===== src/rtl/fetch_unit.sv =====
// fetch_unit -- instruction fetch stage between the PC register and IF/ID.
//
// Issues one memory request per accepted PC and waits for the one-cycle
// mem_ready_i pulse. If IF/ID is stalled when the data arrives, the
// instruction is parked in a hold buffer. A redirect (jump_i) makes the
// fetch in flight or held wrong-path. A request already issued cannot be
// cancelled, so a redirect during BUSY moves the FSM to DROP, which waits
// for the response and then discards it.
//
// Optional feature (macro ICACHE_EN): a 16-entry direct-mapped instruction
// cache (index pc[5:2], tag pc[31:6]). An IDLE hit delivers without a
// memory request. Every response in BUSY or DROP fills the entry at the
// request address. Without the macro, there is no cache storage or logic.
//
// Ports:
//   clk, rst        clock; synchronous active-high reset
//   pc_i            fetch address from the PC register
//   chip_enable_i   PC-register enable (0 = no new fetch)
//   jump_i          EX redirect
//   stall_i         stall_ctrl vector, bit 1 = IF/ID stalled
//   mem_req_o       level request to the memory controller
//   mem_addr_o      request address
//   mem_ready_i     response pulse, mem_data_i valid in the same cycle
//   mem_data_i      instruction word from memory
//   if_pc_o         PC of the delivered instruction (registered)
//   if_inst_o       delivered instruction (registered)
//   if_valid_o      one-cycle strobe per delivered instruction
//   stall_req_o     combinational request to freeze the PC
module fetch_unit (
    input  logic        clk,
    input  logic        rst,
    input  logic [31:0] pc_i,
    input  logic        chip_enable_i,
    input  logic        jump_i,
    input  logic [5:0]  stall_i,
    output logic        mem_req_o,
    output logic [31:0] mem_addr_o,
    input  logic        mem_ready_i,
    input  logic [31:0] mem_data_i,
    output logic [31:0] if_pc_o,
    output logic [31:0] if_inst_o,
    output logic        if_valid_o,
    output logic        stall_req_o
);

    localparam logic [1:0] ST_IDLE = 2'd0;
    localparam logic [1:0] ST_BUSY = 2'd1;
    localparam logic [1:0] ST_DROP = 2'd2;
    localparam logic [1:0] ST_HOLD = 2'd3;

    logic [1:0]  state;
    logic [31:0] req_addr;
    logic [63:0] hold_buf;      // {pc, inst}
    logic        fetch_ok;
    logic        cache_hit;
    logic        unused_stall;

    assign fetch_ok     = chip_enable_i && !jump_i;
    assign unused_stall = ^{stall_i[5:2], stall_i[0]};

`ifdef ICACHE_EN
    logic [31:0] cache_data  [16];
    logic [25:0] cache_tag   [16];
    logic [15:0] cache_valid;
    logic        fill_en;
    logic [31:0] cache_rd_data;

    assign cache_hit     = cache_valid[pc_i[5:2]] && (cache_tag[pc_i[5:2]] == pc_i[31:6]);
    assign cache_rd_data = cache_data[pc_i[5:2]];
    // A response in DROP is still correct data for req_addr, so it fills too.
    assign fill_en       = ((state == ST_BUSY) || (state == ST_DROP)) && mem_ready_i;

    always_ff @(posedge clk) begin
        if (fill_en) begin
            cache_data[req_addr[5:2]] <= mem_data_i;
            cache_tag[req_addr[5:2]]  <= req_addr[31:6];
        end
    end

    always_ff @(posedge clk) begin
        if (rst)
            cache_valid <= '0;
        else if (fill_en)
            cache_valid[req_addr[5:2]] <= 1'b1;
    end
`else
    assign cache_hit = 1'b0;
`endif

    // Reset overrides both combinational outputs in the same cycle.
    assign mem_req_o  = !rst && ((state == ST_BUSY) || (state == ST_DROP));
    assign mem_addr_o = req_addr;

    always_comb begin
        stall_req_o = 1'b0;
        if (!rst && fetch_ok) begin
            case (state)
                ST_IDLE: stall_req_o = !cache_hit;
                ST_BUSY: stall_req_o = !mem_ready_i;
                ST_DROP: stall_req_o = 1'b1;
                default: stall_req_o = 1'b0;
            endcase
        end
    end

    always_ff @(posedge clk) begin
        if (rst) begin
            state      <= ST_IDLE;
            req_addr   <= '0;
            hold_buf   <= '0;
            if_valid_o <= 1'b0;
            if_pc_o    <= '0;
            if_inst_o  <= '0;
        end else begin
            if_valid_o <= 1'b0;
            case (state)
                ST_IDLE: begin
                    if (fetch_ok) begin
`ifdef ICACHE_EN
                        if (cache_hit) begin
                            if (stall_i[1]) begin
                                hold_buf <= {pc_i, cache_rd_data};
                                state    <= ST_HOLD;
                            end else begin
                                if_pc_o    <= pc_i;
                                if_inst_o  <= cache_rd_data;
                                if_valid_o <= 1'b1;
                            end
                        end else
`endif
                        begin
                            req_addr <= pc_i;
                            state    <= ST_BUSY;
                        end
                    end
                end
                ST_BUSY: begin
                    if (mem_ready_i) begin
                        state <= ST_IDLE;
                        if (!jump_i) begin
                            if (stall_i[1]) begin
                                hold_buf <= {req_addr, mem_data_i};
                                state    <= ST_HOLD;
                            end else begin
                                if_pc_o    <= req_addr;
                                if_inst_o  <= mem_data_i;
                                if_valid_o <= 1'b1;
                            end
                        end
                    end else if (jump_i) begin
                        state <= ST_DROP;
                    end
                end
                ST_DROP: begin
                    if (mem_ready_i)
                        state <= ST_IDLE;
                end
                default: begin // ST_HOLD; a redirect wins over stall release
                    if (jump_i) begin
                        state <= ST_IDLE;
                    end else if (!stall_i[1]) begin
                        if_pc_o    <= hold_buf[63:32];
                        if_inst_o  <= hold_buf[31:0];
                        if_valid_o <= 1'b1;
                        state      <= ST_IDLE;
                    end
                end
            endcase
        end
    end

endmodule


===== config.mk =====
export PLATFORM = sky130hd
export DESIGN_NAME = fetch_unit
export DESIGN_NICKNAME = d
export VERILOG_FILES = /design/src/rtl/fetch_unit.sv
export SDC_FILE = /design/constraint.sdc
export NUM_CORES = 1
export LEC_CHECK = 0
export BUFFER_PORTS_ARGS = -buffer_cell sky130_fd_sc_hd__buf_4
export CORE_UTILIZATION = 50
export DETAILED_ROUTE_END_ITERATION = 10
export GPL_TIMING_DRIVEN = 1
export PLACE_DENSITY = 0.82
export SYNTH_ARGS = -nofsm -noshare
export SYNTH_HDL_FRONTEND = slang
export SYNTH_SLANG_ARGS = --single-unit

===== constraint.sdc =====
create_clock -name clk -period 4.2 [get_ports clk]
set_input_delay 0.21 -clock clk [delete_from_list [all_inputs] [get_ports clk]]
set_output_delay 0.21 -clock clk [all_outputs]
set_load 0.02 [all_outputs]

# Word-level counts from Yosys, hierarchy flattened
# Cells that the tools add are included.
classes:
  n_eq_ne: 7
  shifts: 0
  reduce_logical: 13
  div_mod_pow: 0
  mul: 0
  magnitude_cmp: 0
  mux: 27
  n_addsub: 0
  bitwise: 3
ops:
  columns: ["cell", "count"]
  rows:
  - ["$mux W32", 10]
  - ["$pmux W32 S2", 2]
  - ["$mux W2", 8]
  - ["$reduce_and A4 Y1", 3]
  - ["$ne A2 B2 Y1 const B", 3]
  - ["$pmux W2 S3", 1]
  - ["$ne A5 B2 Y1 const B", 1]
  - ["$mux W1", 4]
  - ["$pmux W1 S2", 2]
  - ["$logic_and A1 B1 Y1", 3]
  - ["$logic_not A1 Y1", 3]
  - ["$ne A3 B3 Y1 const B", 1]
  - ["$not A1 Y1", 3]
  - ["$eq A2 B1 Y1 const B", 1]
  - ["$eq A2 B2 Y1 const B", 1]
  - ["$logic_not A2 Y1", 1]
  - ["$reduce_and A2 Y1", 1]
  - ["$reduce_or A2 Y1", 1]
  - ["$logic_or A1 B1 Y1", 1]
word_totals:
  elab_cells: 56
  out_inout_bits: 99
  ramBits: 0
  latchBits: 0
  reg_bits: 163
  mem_bits_ro: 0
  mem_count: 0

# Depth between registers and ports, before layout
# Gate-level depths: netlist of the first run.
depth:
  word_depth: 4
  depth_mapped: 8

# Least setup slack after synthesis of the first run
# No wires, ideal clock.
synth_path:
  path_kind: "register to output"
  from: "reg state[1]"
  to: "out stall_req_o"
  arrival_time_ps: 1477
  path_stages_with_launch: 6
  path_buffers: 0
  setup_slack_ps: 2513
  required_time_ps: 3990
  cell_sequence: "dfxtp_1 > inv_1 > ha_1 > nor2b_1 > nor3_1 > nor4_1"
synth_via:
  elab_chain_cells: 4
  word_cells_on_any_way: 6
  classes_between: "2 x eq/ne; 2 x mux; 2 x reduce/logical"
synth_rtl:
  columns: ["element", "line_no", "text"]
  rows:
  - ["start: declaration", "51", "logic [1:0] state;"]
  - ["start signal: assignment", "108", "state <= ST_IDLE;"]
  - ["start signal: assignment", "133", "state <= ST_BUSY;"]
  - ["start signal: assignment", "139", "state <= ST_IDLE;"]
  - ["$eq A2 B2 Y1 / $logic_not A2 Y1 (equally long branches)", "97", "case (state)"]
  - ["$reduce_or A2 Y1 (no line)", null, null]
  - ["$pmux W1 S2 (*)", "97", null]
  - ["$mux W1 (*)", "96", "if (!rst && fetch_ok) begin"]
  - ["end: declaration", "43", "output logic stall_req_o"]
# Mark *: on every way between the ends. The rest lies on a longest branch, timed or not.

# Worst setup path after layout of the first run
layout_path:
  from: "reg state[1]"
  to: "reg if_valid_o"
layout_via:
  elab_chain_cells: 3
  word_cells_on_any_way: 5
  classes_between: "2 x eq/ne; 1 x mux; 2 x reduce/logical"
layout_rtl:
  columns: ["element", "line_no", "text"]
  rows:
  - ["$eq A2 B2 Y1 / $logic_not A2 Y1 (equally long branches)", "116", "case (state)"]
  - ["$reduce_or A2 Y1 (no line)", null, null]
  - ["$pmux W1 S2 (*)", "116", null]
  - ["end signal: assignment", "111", "if_valid_o <= 1'b0;"]
  - ["end signal: assignment", "115", "if_valid_o <= 1'b0;"]
  - ["end signal: assignment", "147", "if_valid_o <= 1'b1;"]
  - ["end: declaration", "42", "output logic if_valid_o,"]
# Marked as above.
# A chain may end at the register's enable or synchronous reset.

==> impl_results.rst, run 1 <==
.. list-table::
   :header-rows: 1

   * - Metric
     - Value
   * - Number of violations of the max-capacitance limit
     - 0
   * - Num rows
     - 40
   * - Number of hold-slack violations in the final timing report
     - 0
   * - Hold WS
     - between 0.03 and 0.04 ns
   * - Number of standard cells after synthesis
     - roughly 740
   * - Yosys warns
     - 0
   * - Area share of the largest cell type after synthesis
     - 51.2%
   * - Crit Path Category
     - flip-flop to flip-flop
   * - Critical hold path startpoint
     - pc_i[13]
   * - Fillcell total
     - just over 1000
   * - Die W
     - approximately 110 um
   * - Count of cells along the worst register-to-register path
     - 6
   * - Die area
     - 13200 sq um
   * - Required time reported for the critical path endpoint
     - 4.56 ns
   * - Clock tree from TritonCTS
     - built
   * - Largest delay share family, worst path
     - buffers and inverters
   * - Fraction of the yosys area taken by sequential cells
     - between 50% and 60%
   * - Clock insertion delay at the later pin of the skew report
     - roughly 0.42 ns
   * - Most common cell after layout, fill and taps aside
     - nand2_1
   * - Commonest cells after routing, fill and taps aside
     - nand2_1, buf_4, dfxtp_1
   * - Maximum vdd drop
     - about 0.34 mV
   * - FF-to-FF setup slack
     - approximately 1.6 ns
   * - Post-detailed-route DRC marker count
     - 0
   * - Buffer type at the clock tree root
     - clkbuf_16
   * - Vias in the first global route
     - approximately 5000
   * - Number of synthesized flops with an enable pin
     - 0
   * - Maximum number of pins on one net before global-route repair
     - around 130
   * - Count of state elements after synthesis
     - about 160
   * - Startpoint of the worst-slack reg-to-reg timing path
     - state[1]
   * - Sink count of the clock tree
     - roughly 160
   * - Setup repair after global routing missed its margin
     - false
   * - First-pass detailed-route iteration total
     - 4
   * - List of cells traversed by the critical path
     - inv_1 -> ha_4 -> buf_4 -> a21oi_1 -> nor4_1 -> dlygate4sd3_1
   * - Number of top-level design ports
     - roughly 170
   * - Ant diodes
     - 0
   * - Clock transition at the registers of the reported paths
     - 0.06 ns
   * - Hold endpoint
     - mem_addr_o[13]
   * - Crit path time final
     - 2.65 ns
   * - Post-Syn Area
     - 6370 sq um
   * - Post-detail-place hpwl
     - roughly 9400 um
   * - Core Area
     - ~12000 sq um
   * - Primary flip-flop cell chosen by synthesis mapping
     - dfxtp_1
   * - Transition time at the pin with the least slew margin
     - between 0.9 and 1 ns
   * - Final setup fails
     - 0
   * - Global-route wire length before repair
     - around 24000 um
   * - FF-to-FF End
     - if_valid_o
   * - Antenna Violating Nets Remaining
     - 0
   * - Outcome
     - finished clean
   * - Fraction of final layout cells with drive strength greater than 1
     - between 20% and 30%
   * - Maximum net fanout on the critical path
     - 37
   * - Cell at the slowest stage of the critical path
     - buf_4
   * - GRT Overall Usage
     - a little under a quarter
   * - CP arrival
     - between 3 and 4 ns
   * - Post-Syn Area per Cell
     - ~8.6 sq um
   * - Total routed wirelength
     - 15100 um
   * - Fraction of the cycle the final worst path needs
     - ~63%
   * - Via count normalized by instance count
     - between 5 and 6
   * - Count of buffer and inverter cells on the critical path
     - 3
   * - Worst min-delay path class
     - input pin to flip-flop
   * - Worst-case headroom to the max-slew limit
     - a little over a third
   * - H-tree levels
     - 4
   * - Max clock buf depth
     - 2
   * - Leading cell types by total area after synthesis
     - dfxtp_1, nand2_1, mux2i_1, a21oi_1, a211oi_1
   * - First DRT Iteration DRCs
     - between 300 and 400
   * - Critical path's largest stage delay
     - 0.61 ns
   * - Leading area contributor after synthesis
     - dfxtp_1
   * - Leakage power summed over all cells
     - around 3.1 nW
   * - Endpoint type of the worst setup path
     - flip-flop
   * - Avg WL per Cell
     - ~14 um
   * - Number of nets produced by synthesis
     - a little over 800
   * - Relative area change from synthesis to final layout
     - 29.7%
   * - Antenna violations before repair
     - 0
   * - Vertical die dimension
     - approximately 110 um
   * - DR vias
     - around 5400
   * - Total Power
     - ~4.2 mW
   * - Power density of the placed cells
     - slightly above 500 nW/um^2
   * - Final Max Tran Viols
     - 0
   * - Critical Path Source Type
     - flip-flop
   * - Count of cell types in the netlist
     - 27
   * - Net count reported at finish
     - 956
   * - Clock tree skew after final layout
     - 0.00740 ns
   * - Buffers added on ports
     - approximately 170
   * - Initial core utilization
     - between 50% and 60%
   * - Instance count along the most critical hold path
     - 3
   * - CTS buffer count
     - 17
   * - Final global-route overflow total
     - 0
   * - Setup_tns
     - 0 ns
   * - Post_cts resized
     - 0
   * - Async S/R FF share, synth
     - 0%
   * - Peak clock frequency supported by timing
     - between 300 and 400 MHz
   * - Routability congestion estimate
     - 0.758
==> metal layers <==
metal	share of wire, %	up-vias	GRT usage, %
met3	5.6	29	7.38
met5	0	-	0
met2	49	124	40.3
met4	2.2	0	9.26
met1	43	2485	27.2
li1	-	2776	-
==> worst min-delay path, cell delays in order <==
cell,delay [ns]
buf_4,0.11
nand2_1,0.04
a21oi_1,0.05
==> sequential cells by signal, summed over array words and instances, names as in the netlist <==
| name | cells |
|---|---|
| mem_addr_o | 32 |
| if_valid_o | 1 |
| hold_buf | 64 |
| state | 2 |
| if_inst_o | 32 |
| if_pc_o | 32 |
==> Yosys cell counts (all sizes together) (2+ instances only) <==
cell type / number
nand2: 192
dfxtp: 163
a21oi: 98
nor2: 67
a211oi: 64
mux2i: 64
buf: 32
clkbuf: 28
ha: 6
inv: 4
nor2b: 4
nor4: 3
o21a: 2
==> worst max-delay path by stage <==
stage,startpoint,to,cells after the start
floorplan,state[1],stall_req_o,5
global placement,state[1],hold_buf[47],6
detailed placement,state[1],if_inst_o[14],5
CTS,state[1],if_valid_o,6
global route,state[1],if_valid_o,6
finish,state[1],if_valid_o,6
==> power breakdown <==
group	internal [mW]	leakage (nW)	switching, mW	total, mW
logic	0.395	1.47	0.525	0.920
clock network	0.962	0.292	0.564	1.53
registers	1.67	1.32	0.0834	1.75
==> final cells by class <==
class	instances	area, sq um	area share [%]
Clock buffer	26	519	6.28
Clock inverter	4	70.1	0.848
Inverter	4	15.0	0.182
Timing Repair Buffer	177	1350	16.3
Sequential cell	163	3260	39.5
Tap cell	168	210	2.54
Multi-Input combinational cell	512	2840	34.4
==> kinds of logic after synthesis <==
logic type	share of synthesized area, %
AOI/OAI and AO/OA	16.0
adders and majority gates	1.18
buffers and inverters	4.71
DFF	51.2
muxes	10.1
and+or+nand+nor	16.8
==> stage by stage <==
step	setup WS, ns	cells	cell area [sq um]	util (%)
2_1_floorplan	2.51	739	6370	-
3_3_place_gp	1.97	1022	7650	62.7
3_5_place_dp	1.92	1022	7650	62.7
4_1_cts	1.55	1054	8260	67.7
5_1_grt	1.35	1054	8260	67.7
6_report	1.55	1054	8260	67.7
==> repair_timing <==
action                                  in CTS  in global routing
setup buffers                                0                  0
hold buffers                                 2                  0
endpoints found under the setup margin       0                  0
endpoints found under the hold margin        1                  0
Note: power is estimated with default switching activity, not from simulation.
==> inputs of run 2 (changes only) <==
- ABC_AREA: not set -> 1
- PLACE_DENSITY: 0.82 -> 0.8
- clock period: 4.2 -> 2.5 ns (I/O delays scaled with it)
==> impl_results.rst, run 2 <==
.. list-table::
   :header-rows: 1

   * - Metric
     - Value
   * - Cell at the slowest stage of the critical path
     - dfxtp_2
   * - Global-route wire length before repair
     - 30400 um (+27%)
   * - CTS buffer count
     - 17 (unchanged)
   * - Relative area change from synthesis to final layout
     - 31.5%
   * - Number of synthesized flops with an enable pin
     - 0 (unchanged)
   * - Placed instance area
     - 8550 sq um (+12%)
   * - Critical Path Source Type
     - flip-flop
   * - Post-Syn Area per Cell
     - 8.12 sq um (-5.9%)
   * - Max FFs per register
     - 64 (unchanged)
   * - Outcome
     - finished clean
   * - Clock tree skew after final layout
     - 0.00896 ns (+0.00156 ns)
   * - GRT Overall Usage
     - 25.2% (+1.8 points)
   * - Buffers added on ports
     - 168 (unchanged)
   * - Fraction of final layout cells with drive strength greater than 1
     - 26.4% (+2.8 points)
   * - DR vias
     - 6978 (+29%)
   * - Finished Core Util
     - 67.2% (-0.50 points)
   * - Crit Path Category
     - flip-flop to output pin
   * - Worst min-delay path class
     - input pin to flip-flop
   * - Number of nets produced by synthesis
     - 992 (+21%)
   * - Post-detailed-route DRC marker count
     - 0 (unchanged)
   * - Transition time at the pin with the least slew margin
     - 0.728 ns (-0.244 ns)
   * - Vias in the first global route
     - 6363 (+29%)
   * - Maximum net fanout on the critical path
     - 26 (-30%)
   * - Final global-route overflow total
     - 0 (unchanged)
   * - Clock tree from TritonCTS
     - built
   * - Final Max Tran Viols
     - 0 (unchanged)
   * - Required time reported for the critical path endpoint
     - 2.38 ns (-2.18 ns)
   * - Antenna Violating Nets Remaining
     - 0 (unchanged)
   * - Number of standard cells after synthesis
     - 911 (+23%)
   * - Leakage power summed over all cells
     - 3.72 nW (+21%)
   * - Count of buffer and inverter cells on the critical path
     - 2 (-1)
   * - Clock insertion delay at the later pin of the skew report
     - 0.42 ns (about the same)
   * - Most used cell, CP
     - buf_4
   * - Vertical die dimension
     - 124 um (+7.6%)
   * - Critical path's largest stage delay
     - 0.52 ns (-0.09 ns)
   * - Leading cell types by total area after synthesis
     - dfxtp_1, a211oi_2, nand2_1, nand4_1, a21oi_1
   * - Setup_tns
     - 0 ns (unchanged)
   * - Die W
     - 124 um (+7.6%)
   * - Async S/R FF share, synth
     - 0% (unchanged)
   * - Number of top-level design ports
     - 174 (unchanged)
   * - Routability congestion estimate
     - 0.765 (+0.84%)
   * - Post-detail-place hpwl
     - 11100 um (+18%)
   * - Sink count of the clock tree
     - 163 (unchanged)
   * - Count of state elements after synthesis
     - 163 (unchanged)
   * - Post-place setup slack
     - 0.541 ns (-1.38 ns)
   * - Most common cell after layout, fill and taps aside
     - buf_4
   * - Final setup fails
     - 0 (unchanged)
   * - Count of cell types in the netlist
     - 22 (-19%)
   * - CP arrival
     - 2.24 ns (-0.77 ns)
   * - Core Area
     - 14500 sq um (+19%)
   * - Via count normalized by instance count
     - 5.45 (+6.1%)
   * - Num rows
     - 44 (+10%)
   * - Power density of the placed cells
     - 782 nW/um^2 (+54%)
   * - Crit path time final
     - between 2 and 2.5 ns
   * - H-tree levels
     - 4 (unchanged)
   * - Yosys warns
     - 0 (unchanged)
   * - Maximum vdd drop
     - 0.492 mV (+45%)
   * - Antenna violations before repair
     - 0 (unchanged)
   * - Largest reg by FF count
     - hold_buf
   * - Max clock buf depth
     - 2 (unchanged)
   * - First DRT Iteration DRCs
     - 537 (+42%)
   * - Buffer type at the clock tree root
     - clkbuf_16
   * - Fraction of the yosys area taken by sequential cells
     - 44.1% (-7.1 points)
   * - Avg WL per Cell
     - 14.9 um (+4.4%)
   * - Leading cell types by count after synthesis
     - nand2_1, dfxtp_1, a21oi_1
   * - Number of hold-slack violations in the final timing report
     - 0 (unchanged)
   * - Net count reported at finish
     - 1165 (+22%)
   * - Maximum number of pins on one net before global-route repair
     - 79 (-39%)
   * - Count leader, synth
     - nand2_1
   * - Final Instance Area
     - 9730 sq um (+18%)
   * - Ant diodes
     - 0 (unchanged)
   * - Post-Syn Area
     - 7390 sq um (+16%)
   * - Endpoint type of the worst setup path
     - output pin
   * - Peak clock frequency supported by timing
     - approximately 420 MHz
   * - Number of buffers inserted by post-CTS setup repair
     - 0 (unchanged)
   * - Setup repair after global routing missed its margin
     - false
   * - Die area
     - 15300 sq um (+16%)
   * - Total routed wirelength
     - 19100 um (+27%)
   * - Clock transition at the registers of the reported paths
     - 0.06 ns (about the same)
   * - Area share of the largest cell type after synthesis
     - 44.1% (-7.1 points)
   * - Primary flip-flop cell chosen by synthesis mapping
     - dfxtp_1
   * - Number of violations of the max-capacitance limit
     - 0 (unchanged)
   * - Largest delay share family, worst path
     - simple AND/OR/NAND/NOR gates
   * - Post-route worst setup slack
     - 0.133 ns (-1.42 ns)
   * - Leading area contributor after synthesis
     - dfxtp_1
   * - Commonest cells after routing, fill and taps aside
     - buf_4, nand2_1, dfxtp_1
   * - Initial core utilization
     - 51.1% (-1.1 points)
   * - Worst-case headroom to the max-slew limit
     - 51.4% (+16 points)
   * - First-pass detailed-route iteration total
     - 5 (+1)
   * - Fraction of the cycle the final worst path needs
     - a little over nine tenths
   * - List of cells traversed by the critical path
     - ha_1 -> nand2_2 -> buf_4 -> nor3b_1 -> nor4_1 -> buf_4
[run 2: final cells by class]
cell class / instances / area, sq um
Fill cell: 1152 / 4750
Multi-Input combinational cell: 587 / 3320
Sequential cell: 163 / 3260
Timing Repair Buffer: 243 / 2030
Clock buffer: 22 / 474
Inverter: 72 / 270
Tap cell: 184 / 230
Clock inverter: 9 / 129
[run 2: metal layers]
| layer | GRT usage (%) | wire length [um] | up-vias |
|---|---|---|---|
| li1 | - | - | 3454 |
| met1 | 31.1 | 8260 | 3262 |
| met2 | 42.6 | 9320 | 234 |
| met3 | 6.64 | 1270 | 28 |
| met4 | 8.36 | 271 | 0 |
| met5 | 0 | 0 | - |
[run 2: stage by stage]
| stage | total power [mW] | hold slack, ns | std cells |
|---|---|---|---|
| floorplan | 4.41 | 0.203 | 911 |
| global placement | 4.86 | 0.352 | 1192 |
| detailed placement | 4.89 | 0.354 | 1192 |
| CTS | 7.61 | 0.000441 | 1280 |
| global route | 7.98 | 0.00995 | 1280 |
| finish | 7.61 | 0.00840 | 1280 |
[run 2: path summary, 6_finish.rpt]
path,start,to,slack [ns],cells after the start
max reg2reg,state[0],if_valid_o,0.45,5
min reg2reg,if_pc_o[27],if_pc_o[27],0.46,2
max,state[0],stall_req_o,0.13,6
min,mem_data_i[11],hold_buf[11],0.008,3
[run 2: what timing repair did]
action | in CTS | in global routing
hold endpoints to repair | 56 | 0
endpoints found under the setup margin | 0 | 1
hold buffers | 57 | 0
resized for setup | 0 | 1
[run 2: worst min-delay path: cells and delay by family]
family,cells,cell delay (ns)
compound gates,1,0.13
simple gates,1,0.04
buf+inv,1,0.08
[run 2: kinds of logic after synthesis]
kind of cell / after synthesis / share of synthesized area (%)
AO/OA/AOI/OAI: 228 / 21.9
buffers and inverters: 161 / 11.3
AND/OR/NAND/NOR: 353 / 21.6
flip-flops: 163 / 44.1
adder cells (fa/ha/maj): 6 / 1.02
[run 2: power by group]
| part | total [mW] | switching [mW] | internal, mW | leakage, nW |
|---|---|---|---|---|
| registers | 2.89 | 0.133 | 2.76 | 1.32 |
| logic | 2.06 | 1.38 | 0.679 | 2.11 |
| clock network | 2.66 | 1.02 | 1.64 | 0.292 |
